===== src/rtl/pll_lock_supervisor.sv =====
`default_nettype none
// ============================================================================
//  Module      : pll_lock_supervisor
//  Description : Lock supervisor and reset sequencer for an ECP5 EHXPLLL.
//                Pulses the PLL reset and waits for a synchronized LOCK. It
//                releases the system reset only after lock has held for
//                STABLE_CYCLES. A lock timeout re-arms the PLL, and a loss of
//                lock re-asserts the system reset. Both events are counted in
//                saturating debug counters.
//  Revision    : 1.0 - initial release
// ============================================================================
module pll_lock_supervisor #(
  parameter int RST_PULSE_CYCLES = 16,
  parameter int TIMEOUT_CYCLES   = 1000000,
  parameter int STABLE_CYCLES    = 1024,
  parameter int CNT_W            = 8
) (
  input  logic             clock,
  input  logic             reset,
  input  logic             locked,
  input  logic             clear_counts,
  output logic             pll_rst,
  output logic             sys_reset,
  output logic             ready,
  output logic [CNT_W-1:0] loss_count,
  output logic [CNT_W-1:0] timeout_count
);

  localparam int MAX_AB = (RST_PULSE_CYCLES > TIMEOUT_CYCLES) ? RST_PULSE_CYCLES : TIMEOUT_CYCLES;
  localparam int MAX_P  = (MAX_AB > STABLE_CYCLES) ? MAX_AB : STABLE_CYCLES;
  localparam int CW     = $clog2(MAX_P) + 1;

  localparam logic [CW-1:0]    C_PULSE_END    = CW'(RST_PULSE_CYCLES);
  localparam logic [CW-1:0]    C_TIMEOUT_LAST = CW'(TIMEOUT_CYCLES - 1);
  localparam logic [CW-1:0]    C_STABLE_LAST  = CW'(STABLE_CYCLES - 1);
  localparam logic [CW-1:0]    C_CNT_ONE      = CW'(1);
  localparam logic [CNT_W-1:0] C_EVT_MAX      = '1;
  localparam logic [CNT_W-1:0] C_EVT_ONE      = CNT_W'(1);

  typedef enum logic [1:0] {
    ST_PLL_RESET = 2'd0,
    ST_WAIT_LOCK = 2'd1,
    ST_STABILIZE = 2'd2,
    ST_RUN       = 2'd3
  } state_t;

  state_t           state_q, state_d;
  logic [CW-1:0]    cnt_q, cnt_d;
  logic             locked_ff1_q, locked_s_q;
  logic             pll_rst_q, sys_reset_q, ready_q;
  logic [CNT_W-1:0] loss_q, timeout_q;
  logic             loss_inc, timeout_inc;

  // Two-flop synchronizer for the asynchronous PLL LOCK output.
  always_ff @(posedge clock) begin
    if (reset) begin
      locked_ff1_q <= 1'b0;
      locked_s_q   <= 1'b0;
    end else begin
      locked_ff1_q <= locked;
      locked_s_q   <= locked_ff1_q;
    end
  end

  // Next-state logic and the shared phase counter.
  // A pulse entered from reset counts from 0, so the cycles spent under
  // reset do not shorten it. A pulse entered from a timeout counts its
  // entry cycle as the first pulse cycle. Either way the pulse lasts
  // RST_PULSE_CYCLES cycles after it starts.
  always_comb begin
    state_d     = state_q;
    cnt_d       = cnt_q + C_CNT_ONE;
    loss_inc    = 1'b0;
    timeout_inc = 1'b0;
    case (state_q)
      ST_PLL_RESET: begin
        if (cnt_q == C_PULSE_END) begin
          state_d = ST_WAIT_LOCK;
          cnt_d   = '0;
        end
      end
      ST_WAIT_LOCK: begin
        if (locked_s_q) begin
          state_d = ST_STABILIZE;
          cnt_d   = '0;
        end else if (cnt_q == C_TIMEOUT_LAST) begin
          state_d     = ST_PLL_RESET;
          cnt_d       = C_CNT_ONE;
          timeout_inc = 1'b1;
        end
      end
      ST_STABILIZE: begin
        if (!locked_s_q) begin
          state_d = ST_WAIT_LOCK;
          cnt_d   = '0;
        end else if (cnt_q == C_STABLE_LAST) begin
          state_d = ST_RUN;
          cnt_d   = '0;
        end
      end
      ST_RUN: begin
        cnt_d = '0;
        if (!locked_s_q) begin
          state_d  = ST_WAIT_LOCK;
          loss_inc = 1'b1;
        end
      end
      default: begin
        state_d = ST_PLL_RESET;
        cnt_d   = '0;
      end
    endcase
  end

  // State register. The outputs are registered from the next state, so
  // sys_reset moves on the same edge as the transition that causes it.
  always_ff @(posedge clock) begin
    if (reset) begin
      state_q     <= ST_PLL_RESET;
      cnt_q       <= '0;
      pll_rst_q   <= 1'b1;
      sys_reset_q <= 1'b1;
      ready_q     <= 1'b0;
    end else begin
      state_q     <= state_d;
      cnt_q       <= cnt_d;
      pll_rst_q   <= (state_d == ST_PLL_RESET);
      sys_reset_q <= (state_d != ST_RUN);
      ready_q     <= (state_d == ST_RUN);
    end
  end

  // Saturating event counters. A clear wins over a coincident increment.
  always_ff @(posedge clock) begin
    if (reset || clear_counts) begin
      loss_q    <= '0;
      timeout_q <= '0;
    end else begin
      if (loss_inc && (loss_q != C_EVT_MAX)) begin
        loss_q <= loss_q + C_EVT_ONE;
      end
      if (timeout_inc && (timeout_q != C_EVT_MAX)) begin
        timeout_q <= timeout_q + C_EVT_ONE;
      end
    end
  end

  assign pll_rst       = pll_rst_q;
  assign sys_reset     = sys_reset_q;
  assign ready         = ready_q;
  assign loss_count    = loss_q;
  assign timeout_count = timeout_q;

endmodule
`default_nettype wire


===== config.mk =====
export PLATFORM = sky130hd
export DESIGN_NAME = pll_lock_supervisor
export DESIGN_NICKNAME = d
export VERILOG_FILES = /design/src/rtl/pll_lock_supervisor.sv
export SDC_FILE = /design/constraint.sdc
export NUM_CORES = 1
export LEC_CHECK = 0
export BUFFER_PORTS_ARGS = -buffer_cell sky130_fd_sc_hd__buf_2
export CORE_MARGIN = 3
export CORE_UTILIZATION = 62
export DETAILED_ROUTE_END_ITERATION = 12
export PLACE_DENSITY = 0.83
export SETUP_SLACK_MARGIN = 0.15
export SKIP_LAST_GASP = 1
export SLEW_MARGIN = 20
export SYNTH_ARGS = -nofsm -noshare
export SYNTH_HDL_FRONTEND = slang
export SYNTH_SLANG_ARGS = --single-unit

===== constraint.sdc =====
create_clock -name clock -period 4.4 [get_ports clock]
set_input_delay 0.88 -clock clock [delete_from_list [all_inputs] [get_ports clock]]
set_output_delay 0.88 -clock clock [all_outputs]
set_load 0.005 [all_outputs]

Word-level counts from Yosys, hierarchy flattened
Cells that the tools add are included.
- register bits after elaboration: 44
- latch bits: 0
- memory bits (writable): 0
- ROM bits: 0
- input bits: 4
- memories kept: 0
- add/subtract/negate cells: 3
- multiply operators: 0
- divide/modulo/power cells: 0
- order comparisons: 0
- eq/ne operators: 10
- shift-type cells: 0
- muxes and demuxes: 18
- bitwise operators: 0
- reduce and logical (&&, ||, !) cells: 5
- operators by type and width (cell ; number):
    two-way mux 21 bit ; 5
    one-hot mux 21 bit (4 select lines) ; 1
    adder 21 x 1 -> 21 bit (second input constant) ; 1
    equality test 21 x 10 -> 1 bit (second input constant) ; 1
    equality test 21 x 20 -> 1 bit (second input constant) ; 1
    equality test 21 x 5 -> 1 bit (second input constant) ; 1
    adder 8 x 1 -> 8 bit (second input constant) ; 2
    != test 8 bit (second input constant) ; 2
    two-way mux 2 bit ; 6
    one-hot mux 2 bit (4 select lines) ; 1
    equality test 2 bit (second input constant) ; 3
    two-way mux 1 bit ; 5
    logical NOT 2 bit ; 2
    equality test 2 x 1 -> 1 bit (second input constant) ; 1
    logical AND 1 bit ; 2
    != test 2 bit (second input constant) ; 1
    logical OR 1 bit ; 1

Logic depth before layout (Yosys ltp)
- depth after elaboration: 5
- depth in mapped cells: 7
- gate-level depth less buffers: 6

Least setup slack after synthesis
Ideal clock, no wire load.
- path kind: flip-flop to flip-flop
- start point: register cnt_q[0]
- end point: register timeout_q[7], in the netlist timeout_count[7]
- setup time: 70 ps
- arrival: 1832 ps
- setup slack: 2499 ps
- cell stages (with the launch flop): 7
- period minus slack after synthesis: 1901 ps
- cells stage by stage: dfxtp_1 ha_1 nand2_1 nor4_4 nand3_2 or4_1 a21oi_1
- longest elaborated chain between the ends: 5
- RTL lines (element ; line ; text):
    start, declared ; 48 ; logic [CW-1:0] cnt_q, cnt_d;
    start signal, assigned ; 126 ; cnt_q <= cnt_d;
    equality test 21 x 20 -> 1 bit ; 86 ; end else if (cnt_q == C_TIMEOUT_LAST) begin
    two-way mux 1 bit ; 86 ;
    two-way mux 1 bit ; 83 ; if (locked_s_q) begin
    two-way mux 1 bit ; 75 ; case (state_q)
    logical AND 1 bit ; 142 ; if (timeout_inc && (timeout_q != C_EVT_MAX)) begin
    end signal, assigned ; 143 ; timeout_q <= timeout_q + C_EVT_ONE;
    end, declared ; 51 ; logic [CNT_W-1:0] loss_q, timeout_q;
No other way between the ends.
A chain may end at the register's enable or synchronous reset.

Worst setup path after layout
- start point: register cnt_q[0]
- end point: register cnt_q[20]
- longest elaborated chain between the ends: 4
- RTL lines (element ; line ; text):
    adder 21 x 1 -> 21 bit, or another cell as far along ; 72 ; cnt_d = cnt_q + C_CNT_ONE;
    two-way mux 21 bit, on equally long branches ; 96, 86 ;
    two-way mux 21 bit, on equally long branches ; 93, 83 ;
    one-hot mux 21 bit (4 select lines) (*) ; 75 ;
Mark *: on every way between the ends. The rest lies on a longest branch, timed or not.

==> reports/results.txt <==
Critical Path Fanout Max -> 20
Setup violations, final -> 0
Fin. Hold Viols -> 0
Number of global-route vias before repair -> 1607
Critical Path Start -> cnt_q[0]
Post-synth EDFFs -> 0
Core area -> 3130 um2
CTS sink cnt -> 44
Post-synth top area cell -> dfxtp_1
Seq/Total Area, Yosys -> 42.3%
Reg2Reg Depth -> 6
Non-filler cells, final -> 301
Gr ovfl total -> 0
Cells after Synth -> 232
FF-to-FF setup slack -> 2160 ps
Outcome -> complete, no violations
Clock transition at path regs -> 130 ps
Share of layout cells above drive strength 1 -> 15.6%
H-tree depth -> 2
Total negative setup slack -> 0 ps
Antenna cell count -> 0
Clock latency on the worst-skew pair -> 360 ps
Root Buffer -> clkbuf_4
Layout area overhead -> 10.3%
RSZ-0062 raised after global routing -> no
Yosys cell types -> 47
DR WL/cell -> 12.8 um
Mean Syn Cell Area -> 8.98 um2
CP Launch Type -> flip-flop
R2r endpoint -> cnt_q[20]
DRC errors left -> 0
GPL Wtd Cong -> 0.816
Synthesis Warnings -> 0
Top cells by count, synth -> dfxtp_1, nor2_1, nand2_1, xor2_1, xnor2_1
Clock Tree Buf Depth -> 2
Worst Setup End Kind -> flip-flop
CTS tree -> built
Routed via count -> 1705
Fin util -> 73.4%
CP Capture Point -> cnt_q[20]
Final worst path period share -> 50.8%
Register area -> 881 um2
WP data required -> 4640 ps
DRT antenna net count -> 0
Worst-Margin Slew -> 720 ps
Die width -> 64.0 um
Hold_buf cts -> 0
Final WS setup -> 2160 ps
#FFs+latches synth -> 44
Setup Skew -> 16.5 ps
Largest net degree at the start of global routing -> 21
Top FF cell, synth -> dfxtp_1
Relative slew slack -> 51.6%
RR Startpoint -> cnt_q[0]
Initial antenna violation count -> 0
Post-Route WL -> 3860 um
WP data arrival -> 2470 ps
Mapped Area -> 2080 um2
Max Slew Vio Count -> 0
Final net count -> 264
# port buffers -> 22
Top area cells in the synthesized netlist -> dfxtp_1, nor2_1, xor2_1
Crit Path Class -> flip-flop to flip-flop
# Post-CTS Setup Buffers -> 0
DRT Pass-1 Iters -> 4
# Max-Cap Violations -> 0
Hold crit path type -> flip-flop to flip-flop
Ports -> 23
Overall Global Routing Usage -> 21.2%
Post-placement cell count -> 293
Global-route wire length before repair -> 7000 um
Layout fillers -> 253
DP Worst Slack -> 2200 ps
Mapped Nets -> 240
Fin crit period -> 2240 ps
Synth top area share -> 42.3%
TritonCTS buffer count -> 5
Worst vdd ir -> 0.000223 V
Vias/cell -> 5.66
Multi-input logic area -> 1150 um2
Worst Hold Slack -> 458 ps
DIE AREA -> 4090 um2
Achievable Freq -> 0.447 GHz
Die height -> 64.0 um
Initial Utilization -> 66.6%
FFs w/ async S/R, synth -> 0%
Leakage power -> 0.845 nW
Most common cell in the netlist -> dfxtp_1
Post-cts gate resize count -> 0
Pwr Density -> 291 nW/um2
DR iter-0 viols -> 151
Num rows -> 20
Detailed placer's ending HPWL -> 2670 um
[placed cells by master, fill, tap and decap left out, types with 2 or more instances in the layout]
master and instances:
and4_1 5, inv_1 7, and2_1 2, dfxtp_1 44, or3_2 2, a21oi_1 7, nor4_1 2, nand3b_1 2
ha_1 4, buf_2 22, nand2b_1 3, or3_1 2, or4_1 3, nand3_1 11, nor2_1 37, and3_1 4
nand2_1 14, nor4_4 2, nor3b_1 4, mux2i_1 2, nor3_1 4, clkbuf_4 5, xor2_1 14, nand4_1 9
nor2b_1 6, xnor2_1 12, a31oi_1 2, o21ai_0 5
[where the power goes]
part	internal, mW	switching [mW]
registers	0.402	0.00352
clock network	0.119	0.128
logic	0.00588	0.00968
total	0.527	0.141
[registers in the layout, summed over array words and instances, names as in the netlist]
| name | cells |
|---|---|
| cnt_q | 21 |
| loss_count | 8 |
| timeout_count | 8 |
| state_q | 2 |
| locked_ff1_q | 1 |
| locked_s_q | 1 |
| pll_rst | 1 |
| ready | 1 |
| sys_reset | 1 |
[kinds of logic (layout without fill, tap and decap cells)]
logic type	count (synthesis)	count (layout)	share of synthesized area, %
buf+inv	12	37	2.58
simple gates	120	120	33.2
mux	2	2	0.961
compound gates	24	24	7.63
xor+xnor	26	26	10.9
flops	44	44	42.3
fa+ha+maj	4	4	2.40
[worst min-delay path by stage]
| stage | end | slack (ps) | cells after the start | startpoint |
|---|---|---|---|---|
| 2_1_floorplan | locked_s_q | 410 | 1 | locked_ff1_q |
| 3_3_place_gp | locked_s_q | 430 | 1 | locked_ff1_q |
| 3_5_place_dp | locked_s_q | 440 | 1 | locked_ff1_q |
| 4_1_cts | locked_s_q | 460 | 1 | locked_ff1_q |
| 5_1_grt | locked_s_q | 480 | 1 | locked_ff1_q |
| 6_report | locked_s_q | 460 | 1 | locked_ff1_q |
[cell type report]
class                   count  share of cell area, %
clock buffers               6                   1.80
clock inverters             2                   1.53
inverters                   7                   1.14
multi-input cells         176                   50.0
flip-flops and latches     44                   38.3
well taps                  44                   2.40
repair buffers             22                   4.79
[worst max-delay path, cell delays in order (launching register included)]
cell and delay, ps:
dfxtp_1 410, ha_1 230, nand2_1 170, or4_1 540
o21ai_1 220, a31o_2 440, nor2_1 90
[per-layer routing]
layer | track usage (%) | share of wire (%)
met1 | 26.3 | 48
met4 | 7.82 | 1.4
met2 | 34.7 | 47
met5 | 0 | 0
met3 | 6.15 | 4.3
[stage by stage]
step / power (mW) / instance area (um2)
final: 0.668 / 2300
after global routing: 0.697 / 2300
after floorplan: 0.426 / 2080
after detailed placement: 0.430 / 2220
after CTS: 0.674 / 2300
after global placement: 0.429 / 2220
No activity file was read; power rests on OpenSTA's default activity.
